File: src/rtl/burst_addr_gen_pkg.sv
// rtl/burst_addr_gen_pkg.sv - shared types and address helpers for the burst address generator
//   Provides: burst_t, state_t, calc_t, align(), page_cross().
package burst_addr_gen_pkg;

  typedef enum logic [1:0] {
    BURST_FIXED = 2'b00,
    BURST_INCR  = 2'b01,
    BURST_WRAP  = 2'b10,
    BURST_RSVD  = 2'b11
  } burst_t;

  typedef enum logic {
    ST_IDLE = 1'b0,
    ST_RUN  = 1'b1
  } state_t;

  localparam int unsigned CALC_W    = 64;
  localparam int unsigned PAGE_LOG2 = 12;

  // Wide scratch type so the helpers work for any ADDR_W; callers truncate.
  typedef logic [CALC_W-1:0] calc_t;

  function automatic calc_t align(input calc_t addr, input logic [2:0] size);
    calc_t mask;
    mask = (calc_t'(1) << size) - calc_t'(1);
    return addr & ~mask;
  endfunction

  // True when the last byte of an INCR burst falls in another 4 KB page.
  // The end address wraps at aw bits, matching the datapath arithmetic.
  function automatic logic page_cross(input calc_t addr, input calc_t len,
                                      input logic [2:0] size, input int unsigned aw);
    calc_t amask;
    calc_t last;
    if (aw >= CALC_W) amask = '1;
    else              amask = (calc_t'(1) << aw) - calc_t'(1);
    last = (align(addr, size) + ((len + calc_t'(1)) << size) - calc_t'(1)) & amask;
    return (last >> PAGE_LOG2) != ((addr & amask) >> PAGE_LOG2);
  endfunction

endpackage

File: src/rtl/burst_strb_gen.sv
// rtl/burst_strb_gen.sv - combinational byte-lane strobe for one beat
//   addr_lo_i : beat address modulo bus width
//   esize_i   : log2 bytes moved by this beat (<= BUS_LOG2)
//   strb_o    : lanes from addr_lo_i up to the end of the esize-aligned slot
module burst_strb_gen #(
  parameter int unsigned BUS_LOG2 = 4
) (
  input  logic [BUS_LOG2-1:0]      addr_lo_i,
  input  logic [2:0]               esize_i,
  output logic [(1<<BUS_LOG2)-1:0] strb_o
);

  localparam int unsigned STRB_W = 1 << BUS_LOG2;

  logic [BUS_LOG2-1:0] span;
  logic [BUS_LOG2-1:0] lane_lo;
  logic [BUS_LOG2-1:0] lane_hi;
  logic [BUS_LOG2-1:0] lane;

  always_comb begin
    span    = BUS_LOG2'((1 << esize_i) - 1);
    lane_lo = addr_lo_i;
    // Aligned slot start plus slot size never exceeds the bus, so no wrap.
    lane_hi = (addr_lo_i & ~span) + span;
    strb_o  = '0;
    lane    = '0;
    for (int i = 0; i < STRB_W; i++) begin
      lane      = BUS_LOG2'(i);
      strb_o[i] = (lane >= lane_lo) && (lane <= lane_hi);
    end
  end

endmodule

File: src/rtl/burst_addr_gen.sv
// rtl/burst_addr_gen.sv - AXI-style burst command to beat address/strobe sequencer
//   clk_i, rst_ni                 : clock, asynchronous active-low reset
//   cmd_valid_i/cmd_ready_o       : command handshake (ready only when idle)
//   cmd_addr_i/len_i/size_i/burst_i : burst command fields
//   beat_valid_o/beat_ready_i     : beat handshake
//   beat_addr_o/strb_o/last_o     : per-beat byte address, lanes, final flag
//   cmd_err_o                     : one-cycle pulse when a command is rejected
module burst_addr_gen
  import burst_addr_gen_pkg::*;
#(
  parameter int unsigned ADDR_W   = 12,
  parameter int unsigned BUS_LOG2 = 4,
  parameter int unsigned LEN_W    = 8
) (
  input  logic                     clk_i,
  input  logic                     rst_ni,
  input  logic                     cmd_valid_i,
  output logic                     cmd_ready_o,
  input  logic [ADDR_W-1:0]        cmd_addr_i,
  input  logic [LEN_W-1:0]         cmd_len_i,
  input  logic [2:0]               cmd_size_i,
  input  logic [1:0]               cmd_burst_i,
  output logic                     beat_valid_o,
  input  logic                     beat_ready_i,
  output logic [ADDR_W-1:0]        beat_addr_o,
  output logic [(1<<BUS_LOG2)-1:0] beat_strb_o,
  output logic                     beat_last_o,
  output logic                     cmd_err_o
);

  localparam int unsigned STRB_W   = 1 << BUS_LOG2;
  localparam int unsigned CNT_W    = LEN_W + 8;
  localparam logic [2:0]  BUS_SIZE = 3'(BUS_LOG2);

  state_t              state_q,   state_d;
  logic                ready_q,   ready_d;
  logic                err_q,     err_d;
  logic                valid_q,   valid_d;
  logic                last_q,    last_d;
  logic [ADDR_W-1:0]   addr_q,    addr_d;
  logic [ADDR_W-1:0]   start_q,   start_d;
  logic [ADDR_W-1:0]   base_q,    base_d;
  logic [ADDR_W-1:0]   mask_q,    mask_d;
  burst_t              burst_q,   burst_d;
  logic [2:0]          esize_q,   esize_d;
  logic [7:0]          sub_q,     sub_d;
  logic [7:0]          sub_max_q, sub_max_d;
  logic [CNT_W-1:0]    cnt_q,     cnt_d;
  logic [CNT_W-1:0]    tot_m1_q,  tot_m1_d;

  // Command decode, evaluated on the command inputs at acceptance.
  logic [2:0]        c_esize;
  logic [2:0]        c_split;
  calc_t             c_beats;
  logic [CNT_W-1:0]  c_tot_m1;
  logic [ADDR_W-1:0] c_mask;
  logic [ADDR_W-1:0] c_base;
  logic              c_wrap_len_ok;
  logic              c_illegal;
  burst_t            c_burst;

  always_comb begin
    c_burst       = burst_t'(cmd_burst_i);
    c_esize       = (cmd_size_i < BUS_SIZE) ? cmd_size_i : BUS_SIZE;
    c_split       = cmd_size_i - c_esize;
    c_beats       = calc_t'(cmd_len_i) + calc_t'(1);
    c_tot_m1      = CNT_W'(c_beats << c_split) - CNT_W'(1);
    c_mask        = ADDR_W'((c_beats << cmd_size_i) - calc_t'(1));
    c_base        = ADDR_W'(align(calc_t'(cmd_addr_i), cmd_size_i));
    c_wrap_len_ok = (c_beats == calc_t'(2)) || (c_beats == calc_t'(4)) ||
                    (c_beats == calc_t'(8)) || (c_beats == calc_t'(16));
    c_illegal     = 1'b0;
    case (c_burst)
      BURST_RSVD: c_illegal = 1'b1;
      BURST_WRAP: c_illegal = !c_wrap_len_ok || (cmd_addr_i != c_base);
      BURST_INCR: c_illegal = page_cross(calc_t'(cmd_addr_i), calc_t'(cmd_len_i),
                                         cmd_size_i, ADDR_W);
      default:    c_illegal = 1'b0;
    endcase
  end

  // Address of the following beat.
  logic [ADDR_W-1:0] step;
  logic [ADDR_W-1:0] nxt_addr;
  logic [7:0]        sub_nxt;

  always_comb begin
    step     = ADDR_W'(1) << esize_q;
    sub_nxt  = (sub_q == sub_max_q) ? 8'd0 : sub_q + 8'd1;
    nxt_addr = addr_q;
    case (burst_q)
      BURST_INCR: nxt_addr = (addr_q & ~(step - ADDR_W'(1))) + step;
      BURST_WRAP: nxt_addr = (start_q & ~mask_q) | ((addr_q + step) & mask_q);
      // A non-split FIXED burst repeats the raw (possibly unaligned) address.
      default:    nxt_addr = (sub_max_q == 8'd0) ? addr_q
                                                 : base_q + (ADDR_W'(sub_nxt) << esize_q);
    endcase
  end

  logic             accept;
  logic             beat_hs;
  logic [CNT_W-1:0] cnt_nxt;

  always_comb begin
    state_d   = state_q;
    ready_d   = ready_q;
    err_d     = 1'b0;
    valid_d   = valid_q;
    last_d    = last_q;
    addr_d    = addr_q;
    start_d   = start_q;
    base_d    = base_q;
    mask_d    = mask_q;
    burst_d   = burst_q;
    esize_d   = esize_q;
    sub_d     = sub_q;
    sub_max_d = sub_max_q;
    cnt_d     = cnt_q;
    tot_m1_d  = tot_m1_q;
    accept    = cmd_valid_i & ready_q;
    beat_hs   = valid_q & beat_ready_i;
    cnt_nxt   = cnt_q + CNT_W'(1);

    case (state_q)
      ST_IDLE: begin
        // Ready is registered: it comes up one edge after reset release
        // and one edge after a rejected command.
        ready_d = 1'b1;
        if (accept) begin
          ready_d = 1'b0;
          if (c_illegal) begin
            err_d = 1'b1;
          end else begin
            state_d   = ST_RUN;
            valid_d   = 1'b1;
            last_d    = (c_tot_m1 == '0);
            addr_d    = (c_burst == BURST_FIXED && c_split != 3'd0) ? c_base : cmd_addr_i;
            start_d   = cmd_addr_i;
            base_d    = c_base;
            mask_d    = c_mask;
            burst_d   = c_burst;
            esize_d   = c_esize;
            sub_d     = 8'd0;
            sub_max_d = 8'((1 << c_split) - 1);
            cnt_d     = '0;
            tot_m1_d  = c_tot_m1;
          end
        end
      end
      ST_RUN: begin
        if (beat_hs) begin
          if (last_q) begin
            state_d = ST_IDLE;
            valid_d = 1'b0;
            last_d  = 1'b0;
            ready_d = 1'b1;
          end else begin
            cnt_d  = cnt_nxt;
            last_d = (cnt_nxt == tot_m1_q);
            addr_d = nxt_addr;
            sub_d  = sub_nxt;
          end
        end
      end
      default: state_d = ST_IDLE;
    endcase
  end

  always_ff @(posedge clk_i or negedge rst_ni) begin
    if (!rst_ni) begin
      state_q   <= ST_IDLE;
      ready_q   <= 1'b0;
      err_q     <= 1'b0;
      valid_q   <= 1'b0;
      last_q    <= 1'b0;
      addr_q    <= '0;
      start_q   <= '0;
      base_q    <= '0;
      mask_q    <= '0;
      burst_q   <= BURST_FIXED;
      esize_q   <= '0;
      sub_q     <= '0;
      sub_max_q <= '0;
      cnt_q     <= '0;
      tot_m1_q  <= '0;
    end else begin
      state_q   <= state_d;
      ready_q   <= ready_d;
      err_q     <= err_d;
      valid_q   <= valid_d;
      last_q    <= last_d;
      addr_q    <= addr_d;
      start_q   <= start_d;
      base_q    <= base_d;
      mask_q    <= mask_d;
      burst_q   <= burst_d;
      esize_q   <= esize_d;
      sub_q     <= sub_d;
      sub_max_q <= sub_max_d;
      cnt_q     <= cnt_d;
      tot_m1_q  <= tot_m1_d;
    end
  end

  logic [STRB_W-1:0] strb_raw;

  burst_strb_gen #(
    .BUS_LOG2 (BUS_LOG2)
  ) u_strb (
    .addr_lo_i (addr_q[BUS_LOG2-1:0]),
    .esize_i   (esize_q),
    .strb_o    (strb_raw)
  );

  assign cmd_ready_o  = ready_q;
  assign cmd_err_o    = err_q;
  assign beat_valid_o = valid_q;
  assign beat_last_o  = last_q;
  assign beat_addr_o  = addr_q;
  // Strobes are only meaningful with a valid beat; forced low otherwise.
  assign beat_strb_o  = valid_q ? strb_raw : '0;

endmodule

File: config.mk
export PLATFORM = sky130hd
export DESIGN_NAME = burst_addr_gen
export DESIGN_NICKNAME = d
export VERILOG_FILES = /design/src/rtl/burst_addr_gen_pkg.sv /design/src/rtl/burst_strb_gen.sv /design/src/rtl/burst_addr_gen.sv
export SDC_FILE = /design/constraint.sdc
export NUM_CORES = 1
export LEC_CHECK = 0
export CAP_MARGIN = 10
export CORE_ASPECT_RATIO = 0.7
export CORE_MARGIN = 3
export CORE_UTILIZATION = 35
export CTS_CLUSTER_DIAMETER = 200
export DETAILED_ROUTE_END_ITERATION = 8
export PLACE_DENSITY = 0.6
export SETUP_SLACK_MARGIN = 0.02
export SKIP_CTS_REPAIR_TIMING = 1
export SLEW_MARGIN = 15
export SYNTH_ARGS = -nofsm -noshare
export SYNTH_HDL_FRONTEND = slang
export SYNTH_HIERARCHICAL = 1
export SYNTH_SLANG_ARGS = --single-unit
File: constraint.sdc
create_clock -name clk_i -period 13.4 [get_ports clk_i]
set_clock_uncertainty 0.2 [all_clocks]
set_input_delay 2.68 -clock clk_i [delete_from_list [all_inputs] [get_ports clk_i]]
set_output_delay 2.68 -clock clk_i [all_outputs]
set_load 0.005 [all_outputs]
==> results.json <==
{
  "status": "finished, final reports clean",
  "worst_path_max_delay_cell": "ha_1",
  "syn-instance-count": 1302,
  "globalRouteOverflowTotal": 0,
  "cts.path.max_buffers": 2,
  "stdcell_count": 1674,
  "crit_type": "in -> reg",
  "hpwl_um": 23800,
  "antenna_cells": 0,
  "placed_cells": 1658,
  "viasPerCell": 5.91,
  "die_w_um": 211,
  "syn_to_final_growth_pct": 10.3,
  "cts-htree-levels": 3,
  "ios": 61,
  "slowest_delay_ps": 940,
  "syn_nets": 1371,
  "netlist_area_mm2": 0.0103,
  "rsz0062_at_grt": "no",
  "crit_path_start_kind": "primary input",
  "netlist.area_leader.share_pct": 25.8,
  "met2_usage_pct": 27.7,
  "grt_max_degree": 101,
  "port_buffers": 60,
  "cts_tree": "built",
  "use_met3_pct": 3.64,
  "power_density_mw_per_mm2": 196,
  "cp_max_fo": 38,
  "yosys.area.top_type": "dfrtp_1",
  "synthDistinctLibCells": 116,
  "crit_family": "simple AND/OR/NAND/NOR gates",
  "drc_errors": 0,
  "rows": 51,
  "grt_pass1_vias": 8877,
  "antenna_left": 0,
  "cts-root-buf": "clkbuf_16",
  "grt_usage_pct": 20.2,
  "worstMarginPinSlew_ps": 1130,
  "final.setup.tns_ps": 0,
  "hold_viol": 0,
  "antenna_found_initial": 0,
  "yosysSeqAreaShare_pct": 25.8,
  "drv_cap": 0,
  "p_leak_uw": 0.00481,
  "dieArea_mm2": 0.0315,
  "finalPower_uw": 2220,
  "core_area_mm2": 0.0283,
  "synth_edf_count": 0,
  "drt_iter0_markers": 966,
  "drive_above_1_share_pct": 6.52,
  "slew_headroom_pct": 23.8,
  "synth_area_leaders": "dfrtp_1 (26%), nand2_1 (6.6%), ha_1 (4.6%)",
  "vdd_ir_drop_max_mv": 0.0776,
  "wl_per_cell_um": 19.1,
  "critPathCaptureType": "flop",
  "period_needed_ps": 7300,
  "first_pass_iters": 5,
  "fmaxAchievable_ghz": 0.137,
  "cp.required_ps": 13510,
  "arrival_ps": 7410,
  "synth_common_cells": "nand2_1 (181), dfrtp_1 (106), o21ai_0 (89)",
  "start_util_pct": 36.3,
  "synth_most_common_cell": "nand2_1",
  "met1_usage_pct": 32.2,
  "ys_async_sr_fraction_pct": 100,
  "synth_seq_cells": 106,
  "place.gp.congestion": 0.885,
  "clk_latency_ps": 370,
  "critPathBufInv": 3,
  "synthFlopType": "dfrtp_1",
  "final_util_pct": 40.0,
  "numCtsBuffers": 9,
  "clk_pin_slew_ps": 70,
  "drt_wl_total_um": 32000,
  "die-height_um": 149,
  "fin_nets": 1367,
  "grt_pass1_wl_um": 51000,
  "min_period_over_period_pct": 54.5,
  "avgSynthCellArea_um2": 7.89,
  "crit_chain": "clkdlybuf4s50_1 > buf_4 > nand2_1 > ha_1 > clkinv_1 > and4_4 > or3_4 > a21oi_1 > and3_1 > nand3_1 > a2111oi_2 > o22a_1",
  "top_usage_layer": "met1",
  "ys_warn_count": 6,
  "hold_path_class": "reg -> reg",
  "num_vias": 9890,
  "cts_sinks": 106,
  "setup_viol": 0,
  "drv_slew": 0
}
where the power goes:
part / internal (uW) / switching (uW)
Clock: 166 / 132
Sequential: 432 / 175
Combinational: 562 / 756
Total: 1160 / 1060
metrics by stage:
step | worst slack [ps] | cell area (um^2) | hold WS [ps]
floorplan | 7010 | 10300 | 242
global placement | 5870 | 11000 | 256
detailed placement | 5810 | 11000 | 264
CTS | 6210 | 11300 | 281
global route | 5810 | 11300 | 311
finish | 6100 | 11300 | 282
cell type report:
class,count,area [um^2]
clock inverters,7,101
repair buffers,73,696
well taps,371,464
multi-input cells,1060,7020
clock buffers,9,225
inverters,48,180
fillers,2953,17000
flip-flops and latches,106,2650
worst paths after layout:
check,start,slack [ps],end,depth (start not counted)
max,cmd_size_i[2],6100,beat_last_o,12
min,start_q[7],280,start_q[7],1
max reg2reg,esize_q[0],8760,beat_addr_o[11],13
min reg2reg,start_q[7],280,start_q[7],1
max in group asynchronous,rst_ni,9590,mask_q[6],2
min in group asynchronous,rst_ni,2100,beat_valid_o,1
logic make-up (layout without fill, tap and decap cells):
logic type / after synthesis / after routing / synth area share (%)
AO/OA/AOI/OAI: 378 / 378 / 25.8
XOR/XNOR: 89 / 89 / 7.80
adder cells (fa/ha/maj): 41 / 41 / 5.11
buffers and inverters: 136 / 137 / 5.99
flip-flops: 106 / 106 / 25.8
multiplexers: 31 / 31 / 3.62
other: 3 / 3 / 0.110
AND/OR/NAND/NOR: 518 / 518 / 25.7
layer usage:
| metal | vias up | share of wire, % |
|---|---|---|
| li1 | 4765 | - |
| met1 | 4741 | 52 |
| met2 | 337 | 40 |
| met3 | 47 | 6.4 |
| met4 | 0 | 1.8 |
| met5 | - | 0 |
placed cells by master (no fill, tap or decap), types with 28 or more instances in the layout:
cell type	n
nand2_1	181
dfrtp_1	106
o21ai_0	89
nor2_1	81
clkdlybuf4s50_1	59
xnor2_1	49
a21oi_1	49
nand3_1	46
inv_1	45
ha_1	38
nor3_1	37
xor2_1	37
and2_1	28
a21o_1	28
state kept, by name, summed over array words and instances, names as in the netlist:
signal,count
base_q,12
beat_addr_o,12
beat_last_o,1
beat_valid_o,1
burst_q,2
cmd_err_o,1
cmd_ready_o,1
cnt_q,16
esize_q,3
mask_q,12
start_q,12
state_q,1
sub_max_q,8
sub_q,8
tot_m1_q,16
Power figures use the tool's default switching activity.
